### src/rtl/isa_pkg.sv
// MIPS subset shared with the control decoder: mnemonic codes, opcode/funct values
// and the combinational field packer used by the instruction encoder.
package isa_pkg;

    typedef enum logic [4:0] {
        SLLV = 5'd0, SRLV, SRAV, JR, ADD, ADDU, SUB, SUBU, AND, OR, XOR, NOR,
        J, BEQ, BNE, BLEZ, BGTZ, ADDI, ADDIU, ANDI, ORI, XORI, LW, SW
    } mnem_t;

    localparam logic [5:0] OP_RTYPE = 6'b000000;
    localparam logic [5:0] OP_J     = 6'b000010;
    localparam logic [5:0] OP_BEQ   = 6'b000100;
    localparam logic [5:0] OP_BNE   = 6'b000101;
    localparam logic [5:0] OP_BLEZ  = 6'b000110;
    localparam logic [5:0] OP_BGTZ  = 6'b000111;
    localparam logic [5:0] OP_ADDI  = 6'b001000;
    localparam logic [5:0] OP_ADDIU = 6'b001001;
    localparam logic [5:0] OP_ANDI  = 6'b001100;
    localparam logic [5:0] OP_ORI   = 6'b001101;
    localparam logic [5:0] OP_XORI  = 6'b001110;
    localparam logic [5:0] OP_LW    = 6'b100011;
    localparam logic [5:0] OP_SW    = 6'b101011;

    localparam logic [5:0] FN_SLLV  = 6'b000100;
    localparam logic [5:0] FN_SRLV  = 6'b000110;
    localparam logic [5:0] FN_SRAV  = 6'b000111;
    localparam logic [5:0] FN_JR    = 6'b001000;
    localparam logic [5:0] FN_ADD   = 6'b100000;
    localparam logic [5:0] FN_ADDU  = 6'b100001;
    localparam logic [5:0] FN_SUB   = 6'b100010;
    localparam logic [5:0] FN_SUBU  = 6'b100011;
    localparam logic [5:0] FN_AND   = 6'b100100;
    localparam logic [5:0] FN_OR    = 6'b100101;
    localparam logic [5:0] FN_XOR   = 6'b100110;
    localparam logic [5:0] FN_NOR   = 6'b100111;

    typedef struct packed {
        logic        ok;
        logic [31:0] word;
    } enc_t;

    function automatic logic [31:0] rtype(input logic [4:0] rs, input logic [4:0] rt,
                                          input logic [4:0] rd, input logic [5:0] fn);
        return {OP_RTYPE, rs, rt, rd, 5'd0, fn};
    endfunction

    function automatic logic [31:0] itype(input logic [5:0] op, input logic [4:0] rs,
                                          input logic [4:0] rt, input logic [15:0] imm);
        return {op, rs, rt, imm};
    endfunction

    // Fields a format does not use are simply never referenced, so they cannot leak.
    function automatic enc_t encode(input logic [4:0] mnem, input logic [4:0] rs,
                                    input logic [4:0] rt, input logic [4:0] rd,
                                    input logic [15:0] imm, input logic [25:0] target);
        enc_t e;
        e.ok   = 1'b1;
        e.word = '0;
        case (mnem)
            SLLV:    e.word = rtype(rs, rt, rd, FN_SLLV);
            SRLV:    e.word = rtype(rs, rt, rd, FN_SRLV);
            SRAV:    e.word = rtype(rs, rt, rd, FN_SRAV);
            JR:      e.word = rtype(rs, 5'd0, 5'd0, FN_JR);
            ADD:     e.word = rtype(rs, rt, rd, FN_ADD);
            ADDU:    e.word = rtype(rs, rt, rd, FN_ADDU);
            SUB:     e.word = rtype(rs, rt, rd, FN_SUB);
            SUBU:    e.word = rtype(rs, rt, rd, FN_SUBU);
            AND:     e.word = rtype(rs, rt, rd, FN_AND);
            OR:      e.word = rtype(rs, rt, rd, FN_OR);
            XOR:     e.word = rtype(rs, rt, rd, FN_XOR);
            NOR:     e.word = rtype(rs, rt, rd, FN_NOR);
            J:       e.word = {OP_J, target};
            BEQ:     e.word = itype(OP_BEQ, rs, rt, imm);
            BNE:     e.word = itype(OP_BNE, rs, rt, imm);
            BLEZ:    e.word = itype(OP_BLEZ, rs, 5'd0, imm);
            BGTZ:    e.word = itype(OP_BGTZ, rs, 5'd0, imm);
            ADDI:    e.word = itype(OP_ADDI, rs, rt, imm);
            ADDIU:   e.word = itype(OP_ADDIU, rs, rt, imm);
            ANDI:    e.word = itype(OP_ANDI, rs, rt, imm);
            ORI:     e.word = itype(OP_ORI, rs, rt, imm);
            XORI:    e.word = itype(OP_XORI, rs, rt, imm);
            LW:      e.word = itype(OP_LW, rs, rt, imm);
            SW:      e.word = itype(OP_SW, rs, rt, imm);
            default: e.ok   = 1'b0;
        endcase
        return e;
    endfunction

endpackage

### src/rtl/instr_encoder_if.sv
// Request/response bundle of the instruction encoder: field input handshake and word output handshake.
interface instr_encoder_if;

    logic        in_valid;
    logic        in_ready;
    logic [4:0]  mnem;
    logic [4:0]  rs;
    logic [4:0]  rt;
    logic [4:0]  rd;
    logic [15:0] imm;
    logic [25:0] target;
    logic        out_valid;
    logic        out_ready;
    logic [31:0] out_word;
    logic        err;

    modport master (
        output in_valid, mnem, rs, rt, rd, imm, target, out_ready,
        input  in_ready, out_valid, out_word, err
    );

    modport slave (
        input  in_valid, mnem, rs, rt, rd, imm, target, out_ready,
        output in_ready, out_valid, out_word, err
    );

endinterface

### src/rtl/enc_fifo.sv
// Small power-of-two FIFO whose head is held in a register, so the output word
// keeps the last popped value while the FIFO is empty.
module enc_fifo #(
    parameter int DEPTH = 4,
    parameter int WIDTH = 32
) (
    input  logic                     clk,
    input  logic                     rst_n,
    input  logic                     push,
    input  logic [WIDTH-1:0]         wdata,
    input  logic                     pop,
    output logic [WIDTH-1:0]         rdata,
    output logic                     empty,
    output logic [$clog2(DEPTH):0]   count
);

    localparam int PW = $clog2(DEPTH);
    localparam int CW = PW + 1;

    logic [WIDTH-1:0] mem [DEPTH];
    logic [PW-1:0]    wr_ptr;
    logic [PW-1:0]    rd_ptr;
    logic [CW-1:0]    cnt;
    logic [WIDTH-1:0] head_q;
    logic             full;
    logic             do_push;
    logic             do_pop;

    assign full    = (cnt == CW'(DEPTH));
    assign empty   = (cnt == '0);
    assign do_push = push && !full;
    assign do_pop  = pop && !empty;
    assign rdata   = head_q;
    assign count   = cnt;

    always_ff @(posedge clk) begin
        if (do_push) begin
            mem[wr_ptr] <= wdata;
        end
    end

    // On a pop the head reloads from the next stored entry, or from the incoming
    // word when that entry is being written in the same cycle.
    always_ff @(posedge clk or negedge rst_n) begin
        if (!rst_n) begin
            wr_ptr <= '0;
            rd_ptr <= '0;
            cnt    <= '0;
            head_q <= '0;
        end else begin
            if (do_push) begin
                wr_ptr <= wr_ptr + PW'(1);
            end
            if (do_pop) begin
                rd_ptr <= rd_ptr + PW'(1);
            end
            case ({do_push, do_pop})
                2'b10:   cnt <= cnt + CW'(1);
                2'b01:   cnt <= cnt - CW'(1);
                default: cnt <= cnt;
            endcase
            if (do_pop) begin
                if (cnt > CW'(1)) begin
                    head_q <= mem[rd_ptr + PW'(1)];
                end else if (do_push) begin
                    head_q <= wdata;
                end
            end else if (do_push && empty) begin
                head_q <= wdata;
            end
        end
    end

endmodule

### src/rtl/instr_encoder.sv
// Packs mnemonic + register/immediate fields into 32-bit MIPS words, buffered in enc_fifo.
// Optional ENC_STATS_EN adds saturating counters of pushed words and unsupported mnemonics.
module instr_encoder #(
    parameter int DEPTH = 4
) (
    input  logic              clk,
    input  logic              rst_n,
    instr_encoder_if.slave    bus
`ifdef ENC_STATS_EN
    ,
    output logic [15:0]       enc_count,
    output logic [7:0]        err_count
`endif
);

    import isa_pkg::*;

    localparam int CW = $clog2(DEPTH) + 1;

    enc_t          enc;
    logic          accept;
    logic          push;
    logic          pop;
    logic          fifo_empty;
    logic [CW-1:0] fifo_count;
    logic [31:0]   head;
    logic          err_q;

    always_comb begin
        enc = encode(bus.mnem, bus.rs, bus.rt, bus.rd, bus.imm, bus.target);
    end

    // No pop bypass: a full FIFO refuses input even while its head is being taken.
    assign bus.in_ready  = (fifo_count < CW'(DEPTH));
    assign accept        = bus.in_valid && bus.in_ready;
    assign push          = accept && enc.ok;
    assign bus.out_valid = !fifo_empty;
    assign pop           = bus.out_valid && bus.out_ready;
    assign bus.out_word  = head;
    assign bus.err       = err_q;

    enc_fifo #(
        .DEPTH (DEPTH),
        .WIDTH (32)
    ) u_fifo (
        .clk   (clk),
        .rst_n (rst_n),
        .push  (push),
        .wdata (enc.word),
        .pop   (pop),
        .rdata (head),
        .empty (fifo_empty),
        .count (fifo_count)
    );

    always_ff @(posedge clk or negedge rst_n) begin
        if (!rst_n) begin
            err_q <= 1'b0;
        end else begin
            err_q <= accept && !enc.ok;
        end
    end

`ifdef ENC_STATS_EN
    always_ff @(posedge clk or negedge rst_n) begin
        if (!rst_n) begin
            enc_count <= '0;
            err_count <= '0;
        end else begin
            if (push && (enc_count != 16'hFFFF)) begin
                enc_count <= enc_count + 16'd1;
            end
            if (accept && !enc.ok && (err_count != 8'hFF)) begin
                err_count <= err_count + 8'd1;
            end
        end
    end
`endif

endmodule
### src/flat_wrapper.sv
// flat-port wrapper written by rule: the top's interface ports become plain ports
module instr_encoder_flat import isa_pkg::*;
#(
    parameter int DEPTH = 4
)
  (clk, rst_n, bus_in_valid, bus_mnem, bus_rs, bus_rt, bus_rd, bus_imm, bus_target, bus_out_ready, bus_in_ready, bus_out_valid, bus_out_word, bus_err);
  instr_encoder_if bus_i ();
  input  logic clk;
  input  logic rst_n;
  input wire logic [$bits(bus_i.in_valid)-1:0] bus_in_valid;
  input wire logic [$bits(bus_i.mnem)-1:0] bus_mnem;
  input wire logic [$bits(bus_i.rs)-1:0] bus_rs;
  input wire logic [$bits(bus_i.rt)-1:0] bus_rt;
  input wire logic [$bits(bus_i.rd)-1:0] bus_rd;
  input wire logic [$bits(bus_i.imm)-1:0] bus_imm;
  input wire logic [$bits(bus_i.target)-1:0] bus_target;
  input wire logic [$bits(bus_i.out_ready)-1:0] bus_out_ready;
  output wire logic [$bits(bus_i.in_ready)-1:0] bus_in_ready;
  output wire logic [$bits(bus_i.out_valid)-1:0] bus_out_valid;
  output wire logic [$bits(bus_i.out_word)-1:0] bus_out_word;
  output wire logic [$bits(bus_i.err)-1:0] bus_err;
  assign bus_i.in_valid = bus_in_valid;
  assign bus_i.mnem = bus_mnem;
  assign bus_i.rs = bus_rs;
  assign bus_i.rt = bus_rt;
  assign bus_i.rd = bus_rd;
  assign bus_i.imm = bus_imm;
  assign bus_i.target = bus_target;
  assign bus_i.out_ready = bus_out_ready;
  assign bus_in_ready = bus_i.in_ready;
  assign bus_out_valid = bus_i.out_valid;
  assign bus_out_word = bus_i.out_word;
  assign bus_err = bus_i.err;
  instr_encoder #(.DEPTH(DEPTH)) u_core (.clk(clk), .rst_n(rst_n), .bus(bus_i));
endmodule
### config.mk
export PLATFORM = sky130hd
export DESIGN_NAME = instr_encoder_flat
export DESIGN_NICKNAME = d
export VERILOG_FILES = /design/src/rtl/isa_pkg.sv /design/src/rtl/instr_encoder_if.sv /design/src/rtl/enc_fifo.sv /design/src/rtl/instr_encoder.sv /design/src/flat_wrapper.sv
export SDC_FILE = /design/constraint.sdc
export NUM_CORES = 1
export LEC_CHECK = 0
export CAP_MARGIN = 0
export CORE_MARGIN = 4
export CORE_UTILIZATION = 35
export DETAILED_ROUTE_END_ITERATION = 6
export PLACE_DENSITY_LB_ADDON = 0.3
export SLEW_MARGIN = 30
export SYNTH_ARGS = -nofsm -noshare
export SYNTH_HDL_FRONTEND = slang
export SYNTH_SLANG_ARGS = --single-unit
### constraint.sdc
create_clock -name clk -period 2.75 [get_ports clk]
set_input_delay 0.55 -clock clk [delete_from_list [all_inputs] [get_ports clk]]
set_output_delay 0.55 -clock clk [all_outputs]
set_load 0.01 [all_outputs]
==> results_tabular.tex <==
\begin{tabular}{lr}
\hline
Metric & Value \\
\hline
\multicolumn{2}{l}{\textbf{Power}} \\
\quad Switching fraction of total power & a little under a third \\
\quad Proportion of power drawn by combinational gates & around a third \\
\quad Standby leakage power & approximately 3.4 nW \\
\quad Tot Pwr & 8.841 mW \\
\quad VDD IR max & between 0.4 and 0.5 mV \\
\quad Net switching power figure & roughly 2.7 mW \\
\quad Seq pwr share & $\sim$40\% \\
\quad Clock Power Share & 26.8\% \\
\quad Power density over the cells & between 900 and 1000 nW/um\^{}2 \\
\quad Cell internal pwr & between 6 and 7 mW \\
\multicolumn{2}{l}{\textbf{Placement}} \\
\quad Routability-driven placement congestion ratio & approximately 0.8 \\
\quad Placed Area & 8610 um\^{}2 \\
\quad I/O Buffers & 99 \\
\quad HPWL after detailed placement & between 10 and 15 mm \\
\quad Number of instances in the placed design & 838 \\
\multicolumn{2}{l}{\textbf{Setup path}} \\
\quad Origin of the critical flop-to-flop path & u\_core.u\_fifo.count[1] \\
\quad Crit Path Class & reg -> reg \\
\quad Cell with the biggest individual delay on the critical path & or3\_4 \\
\quad Reg2reg end & u\_core.u\_fifo.rdata[7] \\
\quad Depth of the most critical reg-to-reg path & 10 \\
\quad Crit path max fanout & 14 \\
\quad Startpoint type of the worst setup path & flop \\
\quad Setup crit end & u\_core.u\_fifo.rdata[7] \\
\quad CP startpoint & u\_core.u\_fifo.count[1] \\
\quad Worst Path Required & just over 3000 ps \\
\quad List of cells traversed by the critical path & inv\_1 -> ha\_1 -> nand2b\_1 -> and2\_1 -> ha\_1 -> and3\_4 -> or3\_4 -> buf\_4 -> a21oi\_1 -> a21oi\_1 \\
\quad Largest stage delay on the critical path & approximately 500 ps \\
\quad Setup slack of the most critical reg-to-reg path & approximately 200 ps \\
\quad Crit path DAT & between 2000 and 3000 ps \\
\quad Critical Path End Type & flop \\
\multicolumn{2}{l}{\textbf{Synth}} \\
\quad Most area-hungry cell type in the Yosys netlist & edfxtp\_1 \\
\quad Post-synthesis async set-or-reset flop share & 23.93\% \\
\quad Synthesized area per cell & 15.28 um\^{}2 \\
\quad Synth top area share & a little over half \\
\quad Unique masters post-synth & 53 \\
\quad Primary flip-flop cell chosen by synthesis mapping & edfxtp\_1 \\
\quad Synthesized netlist cell count & 461 \\
\quad Synth area leaders & edfxtp\_1 (53\%), dfrtp\_1 (14\%), mux4\_2 (9.9\%), a22o\_1 (3.2\%), a21oi\_1 (2.7\%) \\
\quad Top cell types by occurrence after synthesis & edfxtp\_1 (124), dfrtp\_1 (39), a21oi\_1 (38) \\
\quad Synth warn & 0 \\
\quad Synthesized cell area & approximately 7000 um\^{}2 \\
\quad Synthesized net count & $\sim$540 \\
\quad Post-synthesis sequential area ratio & about two thirds \\
\quad Most instantiated library cell after synthesis & edfxtp\_1 \\
\quad EDFF count, synth & 124 \\
\quad Post-synthesis register bit count & approximately 160 \\
\multicolumn{2}{l}{\textbf{Route}} \\
\quad Number of vias per cell & a little over 5 \\
\quad Routed via count & approximately 4500 \\
\quad WL final & roughly 18 mm \\
\quad Drc violations & 0 \\
\quad Number of DRC markers in iteration 0 & 336 \\
\quad Wire length per cell after detailed routing & 20.19 um \\
\quad First-pass detailed-route iteration total & 5 \\
\quad Post-detailed-route count of antenna-violating nets & 0 \\
\multicolumn{2}{l}{\textbf{Clocking}} \\
\quad Count of buffers added by post-CTS timing repair for setup & 0 \\
\quad Cell chosen for the clock root & clkbuf\_16 \\
\quad TritonCTS clock tree & built \\
\quad CTS resizes & 0 \\
\quad Worst-Skew Late Latency & between 400 and 500 ps \\
\quad Clock input transition at the sequential cells of the worst setup and hold paths & $\sim$60 ps \\
\quad Number of levels the H-tree was split into & 4 \\
\quad Number of hold-repair buffers added at the cts stage & 0 \\
\quad CTS Sinks & about 160 \\
\quad Total clock buffers created by CTS & 17 \\
\quad CTS max path bufs & 2 \\
\multicolumn{2}{l}{\textbf{Job}} \\
\quad Number of max-capacitance violations reported & 0 \\
\multicolumn{2}{l}{\textbf{Floorplanning}} \\
\quad Die X-Extent & $\sim$150 um \\
\quad Initial Utilization & between 30\% and 40\% \\
\quad Area enclosed by the die boundary & around 22000 um\^{}2 \\
\quad Chip Height & 149.9 um \\
\quad Standard cell core area & approximately 20000 um\^{}2 \\
\quad Cell row count & 51 \\
\quad Number of ports placed on the die boundary & about 100 \\
\multicolumn{2}{l}{\textbf{Finish}} \\
\quad Final cell area excluding filler cells & 9200 um\^{}2 \\
\quad Number of antenna cells inserted & 0 \\
\quad Area used by multi-input combinational logic & $\sim$2200 um\^{}2 \\
\quad Filler Cells Inserted & approximately 1800 \\
\quad Growth of design area from synthesis to finish & 30.58\% \\
\quad Cell Count, Final, Fillers Out & about 870 \\
\quad Fraction of layout cells with a size suffix above 1 & between 15 and 20\% \\
\quad Final-stage net count & between 600 and 700 \\
\quad Total area of sequential cells & 4702 um\^{}2 \\
\quad Final core area utilization & a little under half \\
\multicolumn{2}{l}{\textbf{Timing}} \\
\quad Maximum clock frequency & about 0.39 GHz \\
\quad Fin crit period & between 2000 and 3000 ps \\
\quad Count of endpoints failing hold in the final timing report & 0 \\
\quad Worst slew pin tran & between 1000 and 1500 ps \\
\quad Final setup violating endpoints & 0 \\
\quad Fin crit share & approximately 93\% \\
\quad Max-Slew Margin vs Limit & between 30\% and 40\% \\
\quad Worst setup skew after layout & about 9.0 ps \\
\quad Count of final max-slew check failures & 0 \\
\quad Setup repair after global routing missed its margin & no \\
\multicolumn{2}{l}{\textbf{Global route}} \\
\quad Wire length of the first global-routing pass & 26.99 mm \\
\quad Maximum number of pins on one net before global-route repair & 40 \\
\quad Global router's overall resource usage & 16.15\% \\
\quad Aggregate global routing overflow & 0 \\
\quad Antenna violations before repair & 0 \\
\quad Vias in the first global route & $\sim$4800 \\
\multicolumn{2}{l}{\textbf{Worst hold path}} \\
\quad Worst min-delay path class & in -> async \\
\multicolumn{2}{l}{\textbf{Status}} \\
\quad Status & completed \\
\hline
\end{tabular}
==> worst max-delay path, delay by kind of cell, from the launching register on <==
family | cells | cell delay (ps)
AND/OR/NAND/NOR | 4 | 1020
AO/OA/AOI/OAI | 2 | 240
flip-flops | 1 | 410
buffers and inverters | 2 | 350
adder cells (fa/ha/maj) | 2 | 390
==> power by group through the flow <==
stage,Clock [mW],Combinational (mW),Sequential [mW]
6_report,2.37,2.97,3.50
5_1_grt,2.54,3.21,3.56
3_3_place_gp,0,2.93,3.55
3_5_place_dp,0,2.98,3.56
2_1_floorplan,0,1.73,3.49
4_1_cts,2.42,3.00,3.51
==> worst min path at each step <==
| stage | start | endpoint | depth (start not counted) |
|---|---|---|---|
| final | rst_n | u_core.u_fifo.rdata[15] | 1 |
| after floorplan | rst_n | u_core.bus.err | 0 |
| after CTS | rst_n | u_core.u_fifo.rdata[15] | 1 |
| after detailed placement | rst_n | u_core.u_fifo.rdata[15] | 1 |
| after global routing | rst_n | u_core.u_fifo.rdata[14] | 1 |
| after global placement | rst_n | u_core.u_fifo.rdata[15] | 1 |
==> flip-flops by register name (all words and copies together) (netlist names) <==
| name | flops |
|---|---|
| u_core.u_fifo.rdata | 31 |
| u_core.u_fifo.count | 3 |
| u_core.u_fifo.wr_ptr | 2 |
| u_core.bus.err | 1 |
| u_core.u_fifo.rd_ptr | 2 |
| u_core.u_fifo.mem | 124 |
==> stage by stage <==
step / worst slack, ps / TNS, ps / hold WS [ps]
after global placement: -48.41 / -621.2 / 457.9
after global routing: 26.89 / 0 / 20.61
final: 198.0 / 0 / 18.39
after detailed placement: -97.38 / -1580 / 471.7
after CTS: 233.8 / 0 / 15.19
after floorplan: 116.2 / 0 / 254.4
==> cells in the final DEF (no fill, tap or decap), types with 2 or more instances in the layout <==
master | synthesis | final
dfrtp_1 | 39 | 37
and2_2 | 0 | 4
nand2_1 | 36 | 36
o21a_1 | 7 | 6
a22o_1 | 26 | 26
dfrtp_2 | 0 | 2
clkinv_2 | 0 | 3
a21o_1 | 10 | 10
clkdlybuf4s50_1 | 0 | 98
nor2_1 | 24 | 24
xnor2_1 | 5 | 5
nor2b_1 | 5 | 5
nand3_1 | 2 | 2
clkinv_4 | 0 | 3
mux2i_1 | 4 | 4
buf_12 | 0 | 5
a21oi_1 | 38 | 38
or3_1 | 2 | 2
nor3b_1 | 2 | 2
inv_1 | 10 | 10
bufinv_16 | 0 | 3
buf_4 | 4 | 38
o211ai_1 | 6 | 6
nand2b_1 | 5 | 5
clkbuf_16 | 0 | 17
nor3_1 | 2 | 2
a222oi_1 | 5 | 5
and2_1 | 7 | 3
o21ai_1 | 1 | 2
clkinvlp_4 | 0 | 2
ha_1 | 8 | 8
mux4_2 | 31 | 31
edfxtp_1 | 124 | 124
o21ai_0 | 7 | 6
==> logic make-up (layout without fill, tap and decap cells) <==
| logic type | after synthesis | in the layout | share of synthesized area, % |
|---|---|---|---|
| AND/OR/NAND/NOR | 97 | 97 | 6.855 |
| XOR/XNOR | 6 | 6 | 0.7459 |
| other | 1 | 1 | 0.05323 |
| multiplexers | 35 | 35 | 10.48 |
| adder cells (fa/ha/maj) | 8 | 8 | 1.421 |
| AO/OA/AOI/OAI | 110 | 110 | 10.97 |
| buffers and inverters | 41 | 184 | 2.770 |
| flip-flops | 163 | 163 | 66.70 |
==> final cells by class <==
class | instances | area share [%]
Clock buffer | 18 | 4.665
Clock inverter | 13 | 1.754
Inverter | 11 | 0.4488
Multi-Input combinational cell | 257 | 23.51
Sequential cell | 163 | 51.11
Tap cell | 265 | 3.604
Timing Repair Buffer | 142 | 14.91
==> layer usage <==
metal	part of all wire (%)	GRT usage, %	vias up	routed length (um)
li1	-	-	2045	-
met1	41	20.29	2288	7241
met2	51	27.66	141	9015
met3	6.1	4.300	22	1071
met4	1.3	4.392	0	221
met5	0	0	-	0
Power figures use the tool's default switching activity.
